**src/rtl/cdb_arbiter.sv**
```systemverilog
// Common data bus arbiter: one holding slot per functional unit, round-robin
// grant over the occupied slots, and a registered single-result broadcast.
module cdb_arbiter #(
  parameter int N_REQ  = 2,
  parameter int VAL_W  = 32,
  parameter int ROB_W  = 8,
  parameter int PREG_W = 6,
  localparam int SRC_W = (N_REQ > 1) ? $clog2(N_REQ) : 1
) (
  input  logic                          clk,
  input  logic                          rst_n,
  input  logic                          flush,
  input  logic [N_REQ-1:0]              req_valid,
  input  logic [N_REQ-1:0][VAL_W-1:0]   req_value,
  input  logic [N_REQ-1:0][ROB_W-1:0]   req_rob_id,
  input  logic [N_REQ-1:0][PREG_W-1:0]  req_prd,
  output logic [N_REQ-1:0]              req_ready,
  output logic                          cdb_valid,
  output logic [VAL_W-1:0]              cdb_value,
  output logic [ROB_W-1:0]              cdb_rob_id,
  output logic [PREG_W-1:0]             cdb_prd,
  output logic [SRC_W-1:0]              cdb_src
);

  logic [N_REQ-1:0]              slot_valid;
  logic [N_REQ-1:0][VAL_W-1:0]   slot_value;
  logic [N_REQ-1:0][ROB_W-1:0]   slot_rob_id;
  logic [N_REQ-1:0][PREG_W-1:0]  slot_prd;
  logic [SRC_W-1:0]              rr_ptr;

  logic [N_REQ-1:0]              grant;
  logic                          any_grant;
  logic [SRC_W-1:0]              grant_idx;
  logic [SRC_W-1:0]              next_ptr;

  // Round-robin search starting at rr_ptr; only buffered slots compete, so a
  // fresh request always spends at least one cycle in its slot.
  always_comb begin
    int idx;
    grant     = '0;
    any_grant = 1'b0;
    grant_idx = '0;
    idx       = 0;
    for (int k = 0; k < N_REQ; k++) begin
      idx = int'(rr_ptr) + k;
      if (idx >= N_REQ) idx = idx - N_REQ;
      if (!any_grant && slot_valid[SRC_W'(idx)]) begin
        any_grant = 1'b1;
        grant_idx = SRC_W'(idx);
        grant     = N_REQ'(1) << idx;
      end
    end
    next_ptr = (grant_idx == SRC_W'(N_REQ - 1)) ? '0 : grant_idx + 1'b1;
  end

  // Handshake: a result transfers on a rising edge where req_valid[i] and
  // req_ready[i] are both high; with ready low the FU keeps its output stable.
  // Ready is offered when the slot is empty or is draining this very cycle.
  assign req_ready = (rst_n && !flush) ? (~slot_valid | grant) : '0;

  always_ff @(posedge clk or negedge rst_n) begin
    if (!rst_n) begin
      slot_valid  <= '0;
      slot_value  <= '0;
      slot_rob_id <= '0;
      slot_prd    <= '0;
      rr_ptr      <= '0;
      cdb_valid   <= 1'b0;
      cdb_value   <= '0;
      cdb_rob_id  <= '0;
      cdb_prd     <= '0;
      cdb_src     <= '0;
    end else if (flush) begin
      slot_valid <= '0;
      rr_ptr     <= '0;
      cdb_valid  <= 1'b0;
    end else begin
      for (int i = 0; i < N_REQ; i++) begin
        if (req_valid[i] && req_ready[i]) begin
          slot_valid[i]  <= 1'b1;
          slot_value[i]  <= req_value[i];
          slot_rob_id[i] <= req_rob_id[i];
          slot_prd[i]    <= req_prd[i];
        end else if (grant[i]) begin
          slot_valid[i] <= 1'b0;
        end
      end
      cdb_valid <= any_grant;
      if (any_grant) begin
        cdb_value  <= slot_value[grant_idx];
        cdb_rob_id <= slot_rob_id[grant_idx];
        cdb_prd    <= slot_prd[grant_idx];
        cdb_src    <= grant_idx;
        rr_ptr     <= next_ptr;
      end
    end
  end

endmodule

```
**config.mk**
```make
export PLATFORM = sky130hd
export DESIGN_NAME = cdb_arbiter
export DESIGN_NICKNAME = d
export VERILOG_FILES = /design/src/rtl/cdb_arbiter.sv
export SDC_FILE = /design/constraint.sdc
export NUM_CORES = 1
export LEC_CHECK = 0
export BUFFER_PORTS_ARGS = -buffer_cell sky130_fd_sc_hd__buf_2
export CAP_MARGIN = 20
export CORE_UTILIZATION = 40
export CTS_BUF_LIST = sky130_fd_sc_hd__clkbuf_4 sky130_fd_sc_hd__clkbuf_8 sky130_fd_sc_hd__clkbuf_16
export CTS_CLUSTER_DIAMETER = 50
export DETAILED_ROUTE_END_ITERATION = 8
export SLEW_MARGIN = 15
export SYNTH_ARGS = -nofsm -noshare
export SYNTH_HDL_FRONTEND = slang
export SYNTH_SLANG_ARGS = --single-unit
```
**constraint.sdc**
```tcl
create_clock -name clk -period 1.7 [get_ports clk]
set_input_delay 0.34 -clock clk [delete_from_list [all_inputs] [get_ports clk]]
set_output_delay 0.34 -clock clk [all_outputs]
set_load 0.02 [all_outputs]
```
After elaboration in Yosys (flattened, before gate mapping)
Cells that the tools add are included.
Storage, ports and cells
  register bits: 143
  word-level logic and storage cells: 68
Cells by class
  $add $sub $neg: 4
  order comparisons: 5
  shift-type cells: 2
  muxes and demuxes: 28
  bitwise logic cells: 3
  reduce and logical (&&, ||, !) cells: 12
Operator list (number)
  $mux 32: 4
  $shl 1x32->2 const A: 2
  $mux 1: 16
  $mux 8: 2
  $mux 6: 2
  $mux 2: 4
  $lt 1x3->1 const B: 2
  $reduce_and 2->1: 3
  $reduce_bool 3->1: 2
  $logic_and 1x1->1: 4
  $sub 1x2->3 const B: 1
  $sub 2x2->3 const B: 1
  $add 1x1->2 const B: 1
  $ge 1x2->1 const B: 1
  $ge 2x2->1 const B: 1
  $logic_not 1->1: 2
  $lt 1x2->1 const B: 1
  $not 2->2: 1
  $or 2x2->2: 1
  $reduce_bool 2->1: 1
  $add 1x1->1 const B: 1
  $not 1->1: 1

Logic depth before layout (Yosys ltp)
Gate-level depths: netlist of the first run.
  depth after elaboration: 14
  depth in mapped cells: 6

Worst setup path after synthesis of the first run
OpenSTA, ideal clock, no wires.
  path kind: flip-flop to output port
  start point: reg rr_ptr
  end point: out req_ready[0]
  arrival time: 1221 ps
  required time: 1360 ps
  slack: 139 ps
  stages on the path, launching flop included: 5
  cells stage by stage: dfrtp_1 buf_2 buf_2 buf_4 a21oi_1
On the way
  longest elaborated chain between the ends: 7
  elaborated cells between the ends (all ways): 13
Ends and longest elaborated chain
  from (decl): line 29  | logic [SRC_W-1:0] rr_ptr;
  from (signal assigned): line 94  | rr_ptr <= next_ptr;
  $add 1x1->2 (tied with other cells): line 45  | idx = int'(rr_ptr) + k;
  $sub 2x2->3 (tied with other cells): line 46  | if (idx >= N_REQ) idx = idx - N_REQ;
  $mux 32 / $shl 1x32->2 (equally long branches): line 46, 50
  $shl 1x32->2 / $mux 2 (equally long branches): line 50, 47
  $mux 2 (*): line 47  | if (!any_grant && slot_valid[SRC_W'(idx)]) begin
  $or 2x2->2 (*): line 59  | assign req_ready = (rst_n && !flush) ? (~slot_valid | grant) : '0;
  $mux 2 (*): line 59
  to (decl): line 17  | output logic [N_REQ-1:0] req_ready,
Every way passes the cells marked *; elsewhere a longest branch is shown, timed or not.

Final worst setup path of the first run
  start point: reg rr_ptr
  end point: out req_ready[1]
Same word-level chain as after synthesis.

==> results summary, run 1 <==
The total power came out at 0.0109 W. The synthesized design contains 143 register bits. The tightest hold margin is 0.00432 ns. The final routed wirelength across all metal layers came out at 12.4 mm.

IR analysis of the VDD net gives a maximum drop of 0.746 mV. The weighted congestion at the end of routability-driven global placement is 0.721. The die extent in x is 122 um. The worst stage delay on the critical path is 0.41 ns.

Along the worst path, the maximum fanout reaches 4. After the last flow step, the layout net total stands at 672. Yosys printed 0 warnings. Yosys instantiated no cell more often than sky130_fd_sc_hd__dfrtp_1. The placed wire-length estimate is 7.66 mm. The total negative slack is 0 ns. The count of vias placed by the detailed router is 3665. The TritonCTS sink count came out at 143.

The final antenna-violating net count came out at 0. The worst hold path belongs to the class in -> async. CTS placed an instance of sky130_fd_sc_hd__clkbuf_16 at the clock tree root. The total congestion overflow came out at 0. For this run, asynchronously set or reset flops after synthesis account for 100%.

Between clock sinks in the finished design, the worst skew comes to 0.00409 ns. Summing all flip-flop and latch instances after layout gives 3580 um2. The static leakage power is 3.56 nW. STA classifies the critical path endpoint as an output pin. The detailed router finished its first iteration with 145 violations.

The worst-path cell with the longest stage delay is sky130_fd_sc_hd__dfrtp_2. STA classifies the critical path startpoint as a register. The clock latency at the later pin of the worst-skew pair is 0.41 ns. The final-report hold violation count is 0. The initialized floorplan defines 43 standard-cell rows. The remaining design rule violation count is 0. The part of the total power dissipated in the clock network is 39.6%. The synthesized design devotes to its leading area cell type 62.5% of total area. The longest clock path from root to sink contains 2 buffers.

The antenna diode instance count came out at 0. Port buffering added 146 buffers. The combinational fraction of design power is 18.1%. The endpoint required time on the critical path is 1.36 ns. The via count of the first global-routing pass came out at 3771. The data arrival at the endpoint of the critical path came out at 1.29 ns. The number of distinct standard cells referenced by the synthesized netlist is 19. In the final layout, the multi-input gates occupy 2010 um2. The mean cell area of the mapped netlist came out at 13.8 um2. The post-synthesis instance area is 5730 um2. The number of antenna violations at the first check in global routing is 0. The switching share of total power is 26.3%.

The largest net degree at the start of global routing came out at 126. The final count of negative-setup-slack endpoints is 0. The first global-routing pass estimated 19.9 mm of wire. The clock tree from TritonCTS is yes.

The clock input transition at the sequential cells of the worst setup and hold paths is 0.06 ns. The top-level port count is 147. In the final layout, the share of cells above drive strength 1 is 45.2%. In this run the power density over the cells is 1440 nW/um2. The worst path needs 1.63 ns of the cycle, external delays included. The worst pin sits at a relative slew slack of 53.2%. The reg2reg setup slack came out at 0.10 ns. The max-slew violation count came out at 0. The die area is 14800 um2.

For this run, the leading register cell type out of synthesis is sky130_fd_sc_hd__dfrtp_1. Ranked by total cell area, the synthesized netlist is headed by sky130_fd_sc_hd__dfrtp_1, sky130_fd_sc_hd__mux2_2, sky130_fd_sc_hd__mux2i_1. The worst setup path is of the reg -> out kind. Of the total power, registers draw 42.3%. The area growth from synthesis to layout is 31.6%. Dividing the detail-routed wire length by the instance count gives 16.1 um.

The critical path goes through nand2_2, a21oi_2, buf_4. The internal power contribution came out at 0.00802 W. In the synthesized netlist, the cells that appear most often are sky130_fd_sc_hd__dfrtp_1, sky130_fd_sc_hd__mux2_2, sky130_fd_sc_hd__nand2_1. The layout has 1235 filler cells.

The total global-route track usage came out at 18.1%. The detailed-router iteration count before antenna repair came out at 4. The final critical path takes up 96.1% of the cycle. The maximum achievable frequency came out at 612 MHz. In the synthesized netlist, the number of instances is 416. The clock buffer count from CTS came out at 17.

The starting density of the core is 41.1%. The tool flagged a number of max-cap violations equal to 0. The analysis attributes to net switching a power of 0.00286 W. The die height came out at 122 um. The slew at the pin with the worst max-slew slack came out at 0.702 ns. The sequential-to-total area share from yosys stat is 62.5%. The flow ran to the end, and the final reports show no timing, DRC or antenna violations.

The via density per instance came out at 4.77. The biggest area contributor in the post-synthesis netlist is sky130_fd_sc_hd__dfrtp_1. When the netlist entered floorplanning its net count stood at 513. The H-tree depth reported by CTS came out at 4. The cell area after placement is 6690 um2.

Counting flops with a built-in enable in the synthesized netlist gives 0. The core area is 13900 um2. Summing all non-filler instances in the final layout gives an area of 7540 um2.
==> area by class of cell <==
class | count | share of cell area, %
flip-flops and latches | 143 | 47.5
multi-input cells | 245 | 26.7
repair buffers | 166 | 13.5
clock buffers | 17 | 5.65
clock inverters | 15 | 3.54
well taps | 180 | 2.99
inverters | 2 | 0.0996
==> path summary, 6_finish.rpt <==
kind                          startpoint              to  cells after the start
min                                rst_n   slot_value[3]                      2
max in group asynchronous          rst_n  slot_value[57]                      3
max reg2reg                       rr_ptr  slot_value[51]                      4
min reg2reg                 cdb_value[4]    cdb_value[4]                      2
max                               rr_ptr    req_ready[1]                      3
min in group clk           req_value[60]  slot_value[60]                      2
==> power groups by stage <==
stage               logic [W]  registers [W]  clock network [W]
global placement      0.00189        0.00463                  0
CTS                   0.00201        0.00461            0.00441
finish                0.00197        0.00460            0.00431
global route          0.00218        0.00471            0.00457
detailed placement    0.00195        0.00466                  0
floorplan            0.000853        0.00497                  0
==> layer usage <==
metal	part of all wire, %	vias up	GRT usage, %
li1	-	1755	-
met1	46	1819	24.3
met3	4.7	10	5.57
met4	1.0	0	6.25
met2	49	81	27.6
met5	0	-	0
==> flip-flops by register name, summed over array words and instances (netlist names) <==
name,cells
cdb_rob_id,8
cdb_prd,6
slot_rob_id,16
rr_ptr,1
slot_valid,2
cdb_valid,1
cdb_src,1
slot_value,64
cdb_value,32
slot_prd,12
==> layout by cell type, fill, tap and decap left out, drive strengths merged <==
master       instances
mux2i               46
inv                  2
clkinvlp             2
mux2                92
bufinv               7
a211oi               1
clkinv               6
o21bai               1
o21ai               46
bufbuf               2
a21oi                2
clkbuf              17
dlygate4sd3          1
xnor2                1
nand4b               1
buf                163
nor2                 1
dfrtp              143
nand2               52
nand2b               2
==> metrics by stage <==
step	std cells	setup slack, ns	utilization, %
floorplan	416	0.139	-
global placement	727	0.0217	48.0
detailed placement	727	-0.0371	48.0
CTS	765	0.0175	53.9
global route	768	-0.000205	54.1
finish	768	0.0669	54.1
==> what timing repair did <==
action,in CTS,in global routing
pin swaps,0,1
cloned,2,0
setup endpoints to repair,1,2
endpoints found under the hold margin,18,0
gates resized for setup,5,2
setup buffers,3,3
hold buffers,1,0
==> logic make-up (layout without fill, tap and decap cells) <==
family	count (synthesis)	in the layout	share of synthesized area, %
xor gates and xnor gates	1	1	0.153
AOI/OAI and AO/OA	50	50	4.55
muxes	138	138	26.1
buffers and inverters	28	200	2.78
and+or+nand+nor	56	56	3.89
DFF	143	143	62.5
==> worst max-delay path, delay by kind of cell (launching register included) <==
family / cells / cell delay, ns
buffers and inverters: 1 / 0.17
flip-flops: 1 / 0.41
AO/OA/AOI/OAI: 1 / 0.18
AND/OR/NAND/NOR: 1 / 0.12
No activity file was read; power rests on OpenSTA's default activity.
==> run 2: changes to the inputs <==
--- a/config.mk
+++ b/config.mk
@@ -7,10 +7,11 @@
 export LEC_CHECK = 0
 export BUFFER_PORTS_ARGS = -buffer_cell sky130_fd_sc_hd__buf_2
 export CAP_MARGIN = 20
-export CORE_UTILIZATION = 40
+export CORE_UTILIZATION = 50
 export CTS_BUF_LIST = sky130_fd_sc_hd__clkbuf_4 sky130_fd_sc_hd__clkbuf_8 sky130_fd_sc_hd__clkbuf_16
 export CTS_CLUSTER_DIAMETER = 50
 export DETAILED_ROUTE_END_ITERATION = 8
+export PLACE_DENSITY_LB_ADDON = 0.08
 export SLEW_MARGIN = 15
 export SYNTH_ARGS = -nofsm -noshare
 export SYNTH_HDL_FRONTEND = slang
==> run 2 against run 1 <==
Effect of this change: count of clock-buffer cells in the layout rose by 10; core utilization rose by 13 points; sequential power barely moved; critical path type unchanged.
==> results summary, run 2 (synthesis results as in run 1) <==
The maximum vdd ir drop came out at 1.09 mV (+46%). The cell area after layout came to 7380 um2 (-2.1%). The total global-route track usage came out at 22.3% (+4.2 points). The cell count after placement is 690 (-5.1%). The sequential group share of total power is 45.0% (+2.7 points). The starting density of the core came to 52.1% (+11 points). The final-report hold violation count is 0 (unchanged). The slew at the pin with the worst max-slew slack is 0.722 ns (+0.0204 ns).

The run finished with clean final reports. The clock buffer count from CTS came out at 17 (unchanged). The clock input transition at the sequential cells of the worst setup and hold paths is 0.05 ns (about the same).

Counting flops per register, the top entry is slot_value. The cell area after placement is 6680 um2 (-0.22%). The die area is 11900 um2 (-20%).

The number of antenna violations at the first check in global routing is 1 (+1). The H-tree depth reported by CTS is 4 (unchanged). The commonest non-fill, non-tap cell in the layout is sky130_fd_sc_hd__buf_2. The core area was 11000 um2 (-21%). Setup repair after global routing left no endpoint under its margin. The TritonCTS sink count came out at 143 (unchanged). The via density per instance came to 5.12 (+7.3%). The antenna diode instance count is 0 (unchanged). The capture instance of the worst register-to-register path is slot_value[47]. The per-cell routed wire length is 16.9 um (+4.9%).

The static leakage power came out at 3.53 nW (-0.83%). The net switching power is 0.00278 W (-3.1%). In the final layout, the registers with the most flip-flops are slot_value (64), cdb_value (32), slot_rob_id (16). The final routed wirelength across all metal layers came out at 12.3 mm (-0.70%). The largest net degree at the start of global routing is 135 (+7.1%). The die height came to 109 um (-10%). Traced cell by cell, the critical path runs through nand2_2, a21oi_1, buf_4. The number of cells on the worst reg-to-reg path came out at 4 (unchanged). The min-delay analysis places its worst path in the category in -> async. The final cell count without fillers is 727 (-5.3%). The endpoint required time on the critical path is 1.36 ns (about the same). The reg2reg setup slack is 0.09 ns (about the same). The global-route wire length before repair is 19.1 mm (-4.0%). The switching share of total power came out at 27.2% (+0.84 points). The data arrival at the endpoint of the critical path came out at 1.30 ns (about the same). The category of cells accounting for the largest share of critical-path delay is flip-flops. The clock latency at the later pin of the worst-skew pair is 0.41 ns (about the same). The max-slew violation count is 0 (unchanged). The highest fanout seen on the critical path came out at 4 (unchanged). The worst slew margin relative to its limit is 51.8% (-1.4 points). The number of max-cap violations is 0 (unchanged). The post-route minimum period came out at 1.64 ns (+0.00409 ns). TritonCTS built the clock tree.

The total congestion overflow was 0 (unchanged). The internal power contribution is 0.00744 W (-7.2%). The remaining design rule violation count was 0 (unchanged).

The share of the core filled with cells in the final layout came out at 67.2% (+13 points). The part of the total power dissipated in the clock network came out at 35.6% (-4.0 points). The count of routing violations after the opening detailed-route iteration came out at 148 (+2.1%). The weighted congestion at the end of routability-driven global placement is 0.770 (+6.7%). The number of buffers inserted by port buffering came out at 146 (unchanged). The worst path buffer plus inverter count was 1 (unchanged). The final worst setup slack came to 0.0628 ns (-0.00409 ns). The detailed-router iteration count before antenna repair was 4 (unchanged). The count of vias placed by the detailed router came out at 3724 (+1.6%). The number of filler instances in the final layout came out at 833 (-33%). The final antenna-violating net count was 0 (unchanged). The tree is rooted in a sky130_fd_sc_hd__clkbuf_16. The placed wire-length estimate came out at 7.44 mm (-3.0%).

The die extent in x is 109 um (-10%). The setup path with the least slack is of type reg -> out. The via count of the first global-routing pass came to 3775 (+0.11%). The maximum achievable frequency is 611 MHz (-0.25%). The number of flip-flops in the largest register came out at 64 (unchanged).

The top cell types in the final layout, fill and taps aside, are sky130_fd_sc_hd__buf_2, sky130_fd_sc_hd__dfrtp_1, sky130_fd_sc_hd__mux2_2. The slowest stage of the critical path belongs to the cell sky130_fd_sc_hd__dfrtp_2. The share of the clock period used by the worst path after layout is 96.3% (+0.24 points). The minimum setup slack after placement came out at -0.00431 ns (+0.0328 ns).

STA classifies the critical path startpoint as a register. The combinational fraction of design power is 19.3% (+1.2 points). The clock tree buffer depth came out at 2 (unchanged). The combined flip-flop and latch cell area came out at 3580 um2 (unchanged). The top-level port count is 147 (unchanged). From synthesis to final layout, the design area changed by 28.9%.

The cell row count is 38 (-12%). The worst stage delay on the critical path is 0.42 ns (about the same). The area taken by multi-input logic gates is 2000 um2 (-0.56%). The total power per unit cell area is 1390 nW/um2 (-4.1%).

The fraction of final layout cells with drive strength greater than 1 was 45.0% (-0.26 points). The number of nets in the layout came out at 671 (-0.15%). In this run the critical register-to-register path is launched from rr_ptr. The final count of negative-setup-slack endpoints is 0 (unchanged). The clock tree skew after final layout came out at 0.00520 ns (+0.00111 ns). The capturing element type of the critical path is an output pin.
[run 2: cell types whose count changed in the layout (fill, tap and decap cells not counted), sizes merged]
cell / previous run / this run
clkbuf: 17 / 27
bufinv: 7 / 1
clkinv: 6 / 4
clkinvlp: 2 / 0
buf: 163 / 162
[run 2: layout make-up]
| cell class | count | area share (%) |
|---|---|---|
| clock inverter | 5 | 0.678 |
| inverter | 2 | 0.102 |
| timing repair buffer | 165 | 13.8 |
| sequential | 143 | 48.5 |
| tap | 140 | 2.37 |
| multi-input combinational | 245 | 27.1 |
| clock buffer | 27 | 7.38 |
[run 2: per-stage QoR]
stage,hold slack (ns),setup TNS [ns],power [W]
2_1_floorplan,0.0444,0,0.00583
3_3_place_gp,0.306,0,0.00652
3_5_place_dp,0.304,-0.00484,0.00661
4_1_cts,0.102,0,0.0103
5_1_grt,0.117,0,0.0107
6_report,0.0309,0,0.0102
[run 2: worst max-delay path by stage]
stage	cells after the start	slack, ns	from	end
2_1_floorplan	4	0.14	rr_ptr	req_ready[0]
3_3_place_gp	5	0.02	flush	slot_prd[8]
3_5_place_dp	5	-0.004	flush	slot_value[47]
4_1_cts	3	0.03	rr_ptr	req_ready[1]
5_1_grt	3	0.01	rr_ptr	req_ready[1]
6_report	3	0.06	rr_ptr	req_ready[1]
[run 2: timing repair]
item                                   CTS  global route
pin swaps                                0             0
cloned                                   2             0
endpoints found under the hold margin    9             0
setup endpoints to repair                1             1
buffers inserted                         2             0
hold buffers                             1             0
gates resized for setup                  3             1
[run 2: power by group through the flow]
stage / clock, W / sequential (W) / combinational [W]
after detailed placement: 0 / 0.00466 / 0.00196
final: 0.00364 / 0.00460 / 0.00197
after global placement: 0 / 0.00462 / 0.00190
after CTS: 0.00373 / 0.00461 / 0.00201
after floorplan: 0 / 0.00497 / 0.000853
after global routing: 0.00385 / 0.00471 / 0.00218
[run 2: metal layers]
metal	GRT usage [%]	share of wire [%]	vias to the layer above	wire, um
met1	27.4	44	1845	5390
met2	35.7	48	101	5930
met5	0	0.11	-	13
met3	8.49	6.5	15	796
li1	-	-	1761	-
met4	8.11	1.1	2	134
==> run 3: changes to the inputs <==
--- a/config.mk
+++ b/config.mk
@@ -5,6 +5,7 @@
 export SDC_FILE = /design/constraint.sdc
 export NUM_CORES = 1
 export LEC_CHECK = 0
+export ABC_AREA = 1
 export BUFFER_PORTS_ARGS = -buffer_cell sky130_fd_sc_hd__buf_2
 export CAP_MARGIN = 20
 export CORE_UTILIZATION = 50
@@ -12,6 +13,7 @@
 export CTS_CLUSTER_DIAMETER = 50
 export DETAILED_ROUTE_END_ITERATION = 8
 export PLACE_DENSITY_LB_ADDON = 0.08
+export REMOVE_ABC_BUFFERS = 1
 export SLEW_MARGIN = 15
 export SYNTH_ARGS = -nofsm -noshare
 export SYNTH_HDL_FRONTEND = slang
==> run 3 against run 2 <==
Effect of this change: worst setup slack got worse by 0.019 ns; clock skew about the same; largest power group is now the clock network; final cell count increased by 41%; hold slack got worse by 0.0088 ns; largest cell class unchanged.
==> results summary, run 3 <==
The sequential group share of total power came out at 41.1% (-3.9 points). Leaving out fill and tap cells, the most frequent cells in the layout are sky130_fd_sc_hd__nand2_1, sky130_fd_sc_hd__buf_2, sky130_fd_sc_hd__dfrtp_1. The run finished with clean final reports. The die extent in x is 113 um (+3.8%). TritonCTS built the clock tree. STA classifies the critical path startpoint as a register. The count of routing violations after the opening detailed-route iteration came to 443 (+200%). The clock buffer count from CTS came to 17 (unchanged). The total global-route track usage is 27.2% (+4.9 points). The worst stage delay on the critical path is 0.43 ns (about the same). In this run the critical register-to-register path is launched from slot_valid[0]. The cell area after layout is 7740 um2 (+5.0%). The clock tree buffer depth came out at 2 (unchanged). The sequential-to-total area share from yosys stat is 57.9% (-4.6 points). The mean cell area of the mapped netlist came out at 8.51 um2 (-38%). The maximum vdd ir drop is 0.614 mV (-44%). The data arrival at the endpoint of the critical path is 1.32 ns (+0.02 ns).

The type of the most critical hold path is in -> async. The worst path buffer plus inverter count came to 2 (+1). The count of mapped cells out of synthesis was 726 (+75%). The internal power contribution was 0.00787 W (+5.8%). The number of synthesized register bits is 143 (unchanged).

The total congestion overflow is 0 (unchanged). The die height came to 113 um (+3.8%). The clock latency at the later pin of the worst-skew pair is 0.42 ns (about the same). The post-route minimum period is 1.66 ns (+0.0192 ns). The library cell used most frequently in the layout, excluding fill and tap cells, is sky130_fd_sc_hd__nand2_1. The worst slew margin relative to its limit is 40.4% (-11 points).

The post-synthesis async set-or-reset flop share is 100% (unchanged). The fraction of synthesized cell area taken by the top area cell type is 57.9% (-4.6 points). The share of the clock period used by the worst path after layout came to 97.4% (+1.1 points). The worst register-to-register path ends at cdb_rob_id[5]. The setup path with the least slack is of type reg -> out.

The global-route wire length before repair is 26.8 mm (+40%). The part of the total power dissipated in the clock network is 42.3% (+6.7 points). The post-synthesis adder-cell area fraction is 0% (unchanged). The starting density of the core is 51.4% (-0.68 points). The number of buffers inserted by port buffering is 146 (unchanged).

The highest fanout seen on the critical path is 5 (+1). The H-tree depth reported by CTS came out at 4 (unchanged). The commonest cells after synthesis are sky130_fd_sc_hd__nand2_1, sky130_fd_sc_hd__dfrtp_1, sky130_fd_sc_hd__nand3_1. The largest registers in the layout are slot_value (64), cdb_value (32), slot_rob_id (16).

More flip-flops sit in one register than any other, and that register is slot_value. The compound-gate portion of the synthesized area came to 5.75% (+1.2 points). The met1 track demand over resource in global routing came to 36.2% (+8.8 points).

In this run the clock root is driven by a sky130_fd_sc_hd__clkbuf_16. The max-slew violation count is 0 (unchanged). The maximum achievable frequency was 604 MHz (-1.2%). The switching share of total power was 26.9% (-0.24 points). The capturing element type of the critical path is an output pin. The biggest area contributor in the post-synthesis netlist is sky130_fd_sc_hd__dfrtp_1. The remaining design rule violation count is 0 (unchanged).

The multiplexer fraction of the synthesized cell area is 0% (-26 points). Broken down by cell family, the worst path's largest delay share belongs to flip-flops. The share of the core filled with cells in the final layout was 64.5% (-2.7 points). The final routed wirelength across all metal layers came out at 16.3 mm (+32%).

The clock tree skew after final layout is 0.00541 ns (+0.000203 ns). The detailed-router iteration count before antenna repair is 5 (+1). The combinational fraction of design power came out at 16.6% (-2.7 points).

The met2 usage was 43.8% (+8.1 points). The clock input transition at the sequential cells of the worst setup and hold paths is 0.06 ns (about the same). The endpoint required time on the critical path was 1.36 ns (about the same).

The total power per unit cell area came out at 1390 nW/um2 (+0.43%). The number of flip-flops in the largest register is 64 (unchanged). The TritonCTS sink count is 143 (unchanged). The weighted congestion at the end of routability-driven global placement is 0.788 (+2.4%). The post-synthesis instance area is 6180 um2 (+7.9%). The final count of negative-setup-slack endpoints is 0 (unchanged). The number of max-cap violations came out at 0 (unchanged). The antenna diode instance count came out at 0 (unchanged). The final antenna-violating net count came to 0 (unchanged).

The net switching power is 0.00290 W (+4.5%). The die area came out at 12800 um2 (+7.8%). The static leakage power came to 4.26 nW (+21%).

Among all cell types in the netlist, the one instantiated most often is sky130_fd_sc_hd__nand2_1. The final-report hold violation count was 0 (unchanged). Compared with the post-synthesis result, the final layout area differs by 25.3%.

By area, the combinational part of the netlist is dominated by simple AND/OR/NAND/NOR gates. On the critical path, the stage with the largest delay is an instance of sky130_fd_sc_hd__dfrtp_1. The global routing stage identified its most utilized layer as met2. The count of vias placed by the detailed router is 5433 (+46%). The number of distinct standard cells referenced by the synthesized netlist is 17 (-2). The area share of and/or/nand/nor cells after synthesis came to 29.1% (+25 points). The met3 layer usage reported by global route is 5.03% (-3.5 points).

The core area came out at 12000 um2 (+9.4%). The fraction of final layout cells with drive strength greater than 1 is 24.5% (-20 points). Among all flip-flop cells after synthesis, the most frequent one is sky130_fd_sc_hd__dfrtp_1. The cell row count was 40 (+5.3%). The cell area after placement is 6980 um2 (+4.5%).

The number of cells on the worst reg-to-reg path came to 5 (+1). The reg2reg setup slack is 0.13 ns (+0.04 ns). The placed wire-length estimate is 10.2 mm (+38%).

Yosys attributes the largest share of cell area to sky130_fd_sc_hd__dfrtp_1, sky130_fd_sc_hd__nand2_1, sky130_fd_sc_hd__nand4_1. The number of antenna violations at the first check in global routing is 0 (-1). The per-cell routed wire length came out at 15.9 um (-5.9%). The slew at the pin with the worst max-slew slack is 0.893 ns (+0.171 ns). The largest net degree at the start of global routing is 121 (-10%). The via density per instance came out at 5.31 (+3.6%).

The cell count after placement came out at 989 (+43%). The number of nets in the layout is 962 (+43%). The tightest hold margin came out at 0.0221 ns (-0.00884 ns).

The number of warning messages in the yosys log came out at 0 (unchanged). The final cell count without fillers came out at 1024 (+41%). The number of enable-type register cells in the synthesized netlist is 0 (unchanged).

The number of filler instances in the final layout was 1081 (+30%). Walking the worst path, the cells encountered are nand2_4, inv_2, nor2_4, buf_4. The via count of the first global-routing pass was 5358 (+42%). The XOR/XNOR share of the synthesized area came out at 0% (-0.15 points). The top-level port count came out at 147 (unchanged).
## run 3: cell count changes in the layout (fill, tap and decap cells not counted), sizes merged, moves of 11 or more
cell | previous run | this run
mux2 | 92 | 0
buf | 162 | 173
inv | 2 | 29
nor2 | 1 | 49
mux2i | 46 | 0
o21ai | 46 | 69
nand2 | 52 | 285
nand3 | 0 | 49
nand4 | 0 | 46
## run 3: final cells by class
cell class | count | area [um2] | area share [%]
Clock buffer | 20 | 467 | 6.03
Sequential cell | 143 | 3580 | 46.2
Tap cell | 147 | 184 | 2.37
Inverter | 29 | 109 | 1.41
Timing Repair Buffer | 174 | 965 | 12.5
Multi-Input combinational cell | 500 | 2180 | 28.2
Clock inverter | 11 | 258 | 3.33
## run 3: how the worst max path moves through the flow
stage                     slack, ns          start  cells past startpoint             end
after detailed placement       0.14          flush                      5    cdb_value[7]
after global placement         0.16          flush                      7  slot_value[25]
after global routing         -0.005         rr_ptr                      4    req_ready[0]
final                          0.04         rr_ptr                      4    req_ready[0]
after CTS                      0.02         rr_ptr                      4    req_ready[0]
after floorplan               -1.44  slot_valid[0]                      5    slot_prd[10]
## run 3: cells by family after synthesis
| kind of cell | count (synthesis) |
|---|---|
| buffers and inverters | 83 |
| and+or+nand+nor | 429 |
| DFF | 143 |
| AOI/OAI and AO/OA | 71 |
## run 3: power groups by stage
stage | combinational [W] | clock, W | sequential, W
2_1_floorplan | 0.000725 | 0 | 0.00473
5_1_grt | 0.00201 | 0.00475 | 0.00451
3_5_place_dp | 0.00179 | 0 | 0.00448
4_1_cts | 0.00181 | 0.00461 | 0.00443
3_3_place_gp | 0.00173 | 0 | 0.00447
6_report | 0.00179 | 0.00455 | 0.00443
## run 3: metrics by stage
stage	total power (W)	setup slack, ns	TNS, ns
after floorplan	0.00546	-1.44	-139.07
after global placement	0.00620	0.160	0
after detailed placement	0.00627	0.136	0
after CTS	0.0108	0.0193	0
after global routing	0.0113	-0.00481	-0.00481
final	0.0108	0.0436	0
## run 3: timing repair
action | 4_1_cts | 5_1_grt
setup endpoints to repair | 1 | 2
hold buffers | 1 | 0
pin swaps | 1 | 1
buffers inserted | 1 | 2
hold endpoints to repair | 23 | 0
resized for setup | 2 | 0
## run 3: per-layer routing
layer | part of all wire (%) | vias up
met1 | 44 | 2610
met3 | 5.3 | 28
met5 | 0 | -
met4 | 1.9 | 0
li1 | - | 2613
met2 | 49 | 182
